### src/rtl/ack_bus_pkg.sv
// ---------------------------------------------------------------------------
// ack_bus_pkg
//   Shared definitions for the ACK bus: fixed 2-bit source IDs and the
//   requester-side (client) FSM state encoding. Used by ack_bus_client and
//   by ack_bus_top.
// ---------------------------------------------------------------------------
package ack_bus_pkg;

    // Fixed bus IDs. A lower ID wins the arbitration.
    localparam logic [1:0] ID_MEM  = 2'd0;
    localparam logic [1:0] ID_SHA  = 2'd1;
    localparam logic [1:0] ID_AES  = 2'd2;
    localparam logic [1:0] ID_CTRL = 2'd3;

    // Client FSM states.
    typedef enum logic [1:0] {
        ST_IDLE     = 2'd0,   // nothing pending, req low
        ST_REQ      = 2'd1,   // requesting, req high until granted
        ST_COOLDOWN = 2'd2    // one-cycle req-low gap after each grant
    } client_state_e;

endpackage : ack_bus_pkg

### src/rtl/ack_client_wdog.sv
// ---------------------------------------------------------------------------
// ack_client_wdog
//   Request watchdog for ack_bus_client. Counts consecutive cycles spent
//   requesting without a grant and raises a sticky timeout flag when the
//   count reaches TIMEOUT_CYCLES. The count restarts on a grant or whenever
//   the client is not requesting, and saturates at the limit.
//   Instantiated only when ACK_CLIENT_TIMEOUT_EN is defined.
//
// Ports
//   clk      in  1  clock, rising edge
//   rst      in  1  asynchronous active-high reset
//   in_req   in  1  client is in its requesting state this cycle
//   grant    in  1  client was granted this cycle
//   timeout  out 1  sticky: limit reached (cleared only by rst)
// ---------------------------------------------------------------------------
module ack_client_wdog #(
    parameter  int TIMEOUT_CYCLES = 255,
    localparam int WW             = $clog2(TIMEOUT_CYCLES + 1)
) (
    input  logic clk,
    input  logic rst,
    input  logic in_req,
    input  logic grant,
    output logic timeout
);

    localparam logic [WW-1:0] LIMIT = WW'(TIMEOUT_CYCLES);

    logic [WW-1:0] wait_cnt_q, wait_cnt_d;
    logic          timeout_q,  timeout_d;

    always_comb begin
        wait_cnt_d = wait_cnt_q;
        if (!in_req || grant) begin
            wait_cnt_d = '0;
        end else if (wait_cnt_q != LIMIT) begin
            wait_cnt_d = wait_cnt_q + WW'(1);
        end
        timeout_d = timeout_q | (wait_cnt_d == LIMIT);
    end

    always_ff @(posedge clk or posedge rst) begin
        if (rst) begin
            wait_cnt_q <= '0;
            timeout_q  <= 1'b0;
        end else begin
            wait_cnt_q <= wait_cnt_d;
            timeout_q  <= timeout_d;
        end
    end

    assign timeout = timeout_q;

endmodule : ack_client_wdog

### src/rtl/ack_bus_client.sv
// ---------------------------------------------------------------------------
// ack_bus_client
//   Requester end of the shared ACK bus, one instance per source. Queues the
//   owning module's completion strobes in a saturating counter, requests the
//   bus while anything is pending and retires one event per grant. A grant
//   is only honoured when it is consistent with the broadcast winner ID;
//   anything else is flagged as a protocol error.
//
// Configuration
//   ACK_CLIENT_TIMEOUT_EN  when defined, a watchdog (ack_client_wdog) flags
//                          a request left ungranted for TIMEOUT_CYCLES;
//                          when undefined, timeout is tied low.
//
// Ports
//   clk               in   1   clock, rising edge
//   rst               in   1   asynchronous active-high reset
//   done_pulse        in   1   one-cycle strobe: one transaction completed
//   done_ready        out  1   counter not full
//   req               out  1   registered request to the arbiter
//   ack_ready         in   1   one-hot grant from the arbiter
//   winner_source_id  in   2   broadcast winner ID
//   ack_event         in   1   broadcast: a grant was issued this cycle
//   acked_pulse       out  1   one-cycle strobe: one pending event retired
//   pending_cnt       out  CW  outstanding events
//   overflow          out  1   sticky: completion dropped while full
//   proto_err         out  1   sticky: inconsistent grant seen
//   timeout           out  1   sticky: watchdog expired
// ---------------------------------------------------------------------------
module ack_bus_client
    import ack_bus_pkg::*;
#(
    parameter  logic [1:0] SOURCE_ID      = ID_MEM,
    parameter  int         PEND_DEPTH     = 4,
    parameter  int         TIMEOUT_CYCLES = 255,
    localparam int         CW             = $clog2(PEND_DEPTH + 1)
) (
    input  logic          clk,
    input  logic          rst,
    input  logic          done_pulse,
    output logic          done_ready,
    output logic          req,
    input  logic          ack_ready,
    input  logic [1:0]    winner_source_id,
    input  logic          ack_event,
    output logic          acked_pulse,
    output logic [CW-1:0] pending_cnt,
    output logic          overflow,
    output logic          proto_err,
    output logic          timeout
);

    if (PEND_DEPTH < 1 || TIMEOUT_CYCLES < 1) begin : g_bad_param
        $error("ack_bus_client: PEND_DEPTH and TIMEOUT_CYCLES must be >= 1");
    end

    localparam logic [CW-1:0] DEPTH_C = CW'(PEND_DEPTH);

    client_state_e state_q, state_d;
    logic [CW-1:0] pending_cnt_q, pending_cnt_d;
    logic          req_q,         req_d;
    logic          acked_pulse_q, acked_pulse_d;
    logic          overflow_q,    overflow_d;
    logic          proto_err_q,   proto_err_d;

    logic grant;
    logic full;
    logic accept;

    // ---------------------------------------------------------------------
    // Grant qualification, counter and sticky error flags
    // ---------------------------------------------------------------------
    // NOTE: every signal assigned in an always_comb gets a value on every
    // path (default first), otherwise synthesis infers a latch.
    always_comb begin
        grant  = req_q & ack_ready & ack_event & (winner_source_id == SOURCE_ID);
        full   = (pending_cnt_q == DEPTH_C);
        // A full counter can still take a completion when a grant frees a
        // slot in the same cycle.
        accept = done_pulse & (~full | grant);

        pending_cnt_d = pending_cnt_q;
        unique case ({accept, grant})
            2'b10:   pending_cnt_d = pending_cnt_q + CW'(1);
            2'b01:   pending_cnt_d = pending_cnt_q - CW'(1);
            default: pending_cnt_d = pending_cnt_q;
        endcase

        overflow_d  = overflow_q  | (done_pulse & ~accept);
        // Any ack_ready that does not qualify as a grant is a protocol error.
        proto_err_d = proto_err_q | (ack_ready & ~grant);
    end

    // ---------------------------------------------------------------------
    // FSM: state register / next state / outputs
    // ---------------------------------------------------------------------
    // NOTE: sequential state is updated with non-blocking assignments so
    // every flop samples values from before the clock edge.
    always_ff @(posedge clk or posedge rst) begin
        if (rst) begin
            state_q <= ST_IDLE;
        end else begin
            state_q <= state_d;
        end
    end

    always_comb begin
        state_d = state_q;
        unique case (state_q)
            ST_IDLE:     if (pending_cnt_d != '0) state_d = ST_REQ;
            ST_REQ:      if (grant)               state_d = ST_COOLDOWN;
            // The one-cycle gap lets lower-priority IDs win arbitration.
            ST_COOLDOWN: state_d = (pending_cnt_d != '0) ? ST_REQ : ST_IDLE;
            default:     state_d = ST_IDLE;
        endcase
    end

    // Outputs are registered: computed from the next state.
    always_comb begin
        req_d         = (state_d == ST_REQ);
        acked_pulse_d = grant;
    end

    always_ff @(posedge clk or posedge rst) begin
        if (rst) begin
            pending_cnt_q <= '0;
            req_q         <= 1'b0;
            acked_pulse_q <= 1'b0;
            overflow_q    <= 1'b0;
            proto_err_q   <= 1'b0;
        end else begin
            pending_cnt_q <= pending_cnt_d;
            req_q         <= req_d;
            acked_pulse_q <= acked_pulse_d;
            overflow_q    <= overflow_d;
            proto_err_q   <= proto_err_d;
        end
    end

    assign done_ready  = ~full;
    assign req         = req_q;
    assign acked_pulse = acked_pulse_q;
    assign pending_cnt = pending_cnt_q;
    assign overflow    = overflow_q;
    assign proto_err   = proto_err_q;

    // ---------------------------------------------------------------------
    // Optional request watchdog
    // ---------------------------------------------------------------------
`ifdef ACK_CLIENT_TIMEOUT_EN
    ack_client_wdog #(
        .TIMEOUT_CYCLES (TIMEOUT_CYCLES)
    ) u_wdog (
        .clk     (clk),
        .rst     (rst),
        .in_req  (state_q == ST_REQ),
        .grant   (grant),
        .timeout (timeout)
    );
`else
    assign timeout = 1'b0;
`endif

endmodule : ack_bus_client
### config.mk
export PLATFORM = sky130hd
export DESIGN_NAME = ack_bus_client
export DESIGN_NICKNAME = d
export VERILOG_FILES = /design/src/rtl/ack_bus_pkg.sv /design/src/rtl/ack_client_wdog.sv /design/src/rtl/ack_bus_client.sv
export SDC_FILE = /design/constraint.sdc
export NUM_CORES = 1
export LEC_CHECK = 0
export ABC_AREA = 1
export CAP_MARGIN = 20
export CORE_MARGIN = 2
export CORE_UTILIZATION = 40
export CTS_BUF_LIST = sky130_fd_sc_hd__clkbuf_8 sky130_fd_sc_hd__clkbuf_16
export DETAILED_ROUTE_END_ITERATION = 8
export GPL_TIMING_DRIVEN = 0
export PLACE_DENSITY = 0.73
export SYNTH_ARGS = -nofsm -noshare
export SYNTH_HDL_FRONTEND = slang
export SYNTH_HIERARCHICAL = 1
export SYNTH_SLANG_ARGS = --single-unit
### constraint.sdc
create_clock -name clk -period 1.5 [get_ports clk]
set_input_delay 0.15 -clock clk [delete_from_list [all_inputs] [get_ports clk]]
set_output_delay 0.15 -clock clk [all_outputs]
set_load 0.05 [all_outputs]
==> results of run 1 <==
flip-flops by register name, summed over array words and instances (netlist names):
signal and cells:
acked_pulse 1, overflow 1, pending_cnt 3, proto_err 1
req 1, state_q 2
repair_timing:
item | 4_1_cts | 5_1_grt
setup buffers | 3 | 0
pin swaps | 8 | 6
resized for setup | 11 | 5
setup endpoints to repair | 12 | 4
per-layer routing:
| metal | wire (um) | part of all wire [%] |
|---|---|---|
| met1 | 433 | 42 |
| met2 | 500 | 48 |
| met3 | 78 | 7.5 |
| met5 | 0 | 0 |
| met4 | 24 | 2.3 |
cells in the mapped netlist:
cell / instances / share of area, %
a21oi_1: 1 / 0.91
inv_12: 1 / 3.0
dfrtp_1: 9 / 41
nor2_4: 1 / 2.1
nand3_1: 3 / 2.7
a21o_1: 1 / 1.4
inv_2: 2 / 1.4
nor2_1: 2 / 1.4
nand3_4: 1 / 3.2
nand3_2: 2 / 3.7
conb_1: 1 / 0.68
clkinv_4: 1 / 1.6
inv_1: 8 / 5.5
fa_1: 1 / 3.7
nor2_8: 1 / 3.7
nand2_1: 6 / 4.1
nand2_2: 10 / 11
clkinv_2: 1 / 0.91
nor3_1: 1 / 0.91
nand2_4: 2 / 4.1
o31ai_1: 1 / 1.4
buf_4: 1 / 1.4
kinds of logic after synthesis:
group                      after synthesis  synth area share, %
AOI/OAI and AO/OA                        3                3.653
adders and majority gates                1                3.653
buffers and inverters                   14                13.70
DFF                                      9                41.10
other                                    1               0.6843
and+or+nand+nor                         29                37.21
stage by stage:
stage	instance area, um^2	std cells
2_1_floorplan	565.5	57
3_3_place_gp	724.4	86
3_5_place_dp	724.4	86
4_1_cts	784.5	93
5_1_grt	788.3	93
6_report	788.3	93
area by class of cell:
type                            count  area, um^2
Fill cell                         118       496.7
Clock inverter                      1       3.754
Clock buffer                        3       41.29
Sequential cell                     9       227.7
Buffer                              1       7.507
Tap cell                           15       18.77
Timing Repair Buffer               17       152.6
Multi-Input combinational cell     34       265.3
Inverter                           13       71.32
worst max path at each step:
stage | end | cells after the start | slack [ps] | from
CTS | req | 12 | -170 | req
detailed placement | req | 13 | -530 | ack_ready
global placement | req | 13 | -500 | ack_ready
global route | state_q[0] | 12 | -240 | req
finish | state_q[0] | 12 | -130 | winner_source_id[1]
floorplan | req | 12 | -340 | req
where the power goes:
part | total, mW | switching (mW) | internal, mW | leakage, nW
registers | 0.392 | 0.0786 | 0.313 | 0.0974
clock network | 0.273 | 0.0948 | 0.178 | 0.0269
logic | 0.771 | 0.523 | 0.248 | 0.295
total | 1.44 | 0.697 | 0.739 | 0.419
cells in the final DEF, fill, tap and decap left out, drive strengths merged:
cell type,netlist,layout
o31ai,1,1
nor2,4,4
clkinv,2,2
dlymetal6s2s,0,2
conb,1,1
nand2,18,18
dlygate4sd2,0,8
dfrtp,9,9
a21o,1,1
nor3,1,1
fa,1,1
buf,1,4
a21oi,1,1
clkdlybuf4s50,0,3
nand3,6,6
clkbuf,0,4
inv,11,12
worst max-delay path: stages:
cell and delay (ps):
clkdlybuf4s50_1 440, nor2_4 150, nand3_4 90, fa_2 360
clkinv_4 70, nand3_2 60, nand2_2 100, nand3_2 70
nand2_2 80, nand3_2 70, nand2_2 70, nand2_1 40
==> results.toml, run 1 <==
[critical_path]
regToRegStartpoint = "req"
required_ps = 1620
cp.arrival_ps = 1750
crit_path_max_fanout = 2
start_kind = "input port"
critPathKind = "in -> reg"
worst_setup_path_end_kind = "flip-flop"
reg2reg_slack_ps = -120
worst_r2r_endpoint = "state_q[0]"
rr_worst_depth = 12

[global_routing]
antenna_found_initial = 0
use_met1_pct = 19.86
use_met2_pct = 28.13
busiest_layer = "met2"
first_global_vias = 427
overflow = 0
grt_max_degree = 10
grt_usage_pct = 17.34
grt_pass1_wl_um = 1780
use_met3_pct = 3.804

[sta]
max_freq_mhz = 614.6
tns_ps = -323.0
finClkSkew_ps = 3.301
finalSetupViolations = 3
grt_setup_unrepaired = "yes"
hold_viol_final = 0
maxSlewViolCount = 0
fin_ws_ps = -127.2
fin_crit_ps = 1627
period_share_pct = 108.5
whs_ps = 178.4

[die]
die_w_um = 41.02
rows = 13
start_util_pct = 42.65
core_um2 = 1285
die_y_um = 41.02
io_pins = 16
fp.dieArea_um2 = 1682

[placement]
port_buffers = 14
hpwlAfterDp_um = 763.9
dp_worst_setup_slack_ps = -528.8
gp_congestion = 0.6453

[synthesis]
netlist_area_um2 = 548.0
yosysWarnings = 6
ys_ff_latch = 9
synth_cell_types = 22
syn_area_per_cell_um2 = 9.614
yosysSeqAreaShare_pct = 41.10
synth_nets = 65
syn_inst = 57

[power]
irDropWorstVdd_v = 0.001177
power_density_nw_per_um2 = 1821
leakage_nw = 0.4194
power_mw = 1.436

[clock_tree]
cts_made_buffers = 3
cts_sinks = 9
path_clk_slew_ps = 40
hold_buffers = 0
clk_path_buf_depth = 2
cts_tree = "built"
cts_root_buf = "clkbuf_8"
clk_latency_ps = 230
cts_max_level = 1

[routing]
viasPerCell = 4.538
route.detailed.drc = 0
dr.pass1.iters = 4
postRouteAntennaNets = 0
detail_route.wirelength_um = 1037
vias = 422
drtIter0Drc = 6
wl_per_cell_um = 11.15

[job]
timing.max_cap.violations = 0

[outcome]
violations = "negative setup slack"
status = "finished, violations left"

[finish]
utilization_pct = 61.34
layout-drive-gt1-share_pct = 47.44
area_delta_synth_final_pct = 43.84
antennaDiodeCount = 0
nets = 87

[worst_hold_path]
hp-class = "in -> async"
(Power assumes the default switching activity.)
==> run 2: changes to the inputs <==
- CTS_CLUSTER_SIZE: not set -> 30
- SETUP_SLACK_MARGIN: not set -> 0.02
==> results of run 2 <==
Final layout, timing and power as in run 1 (identical DEF).
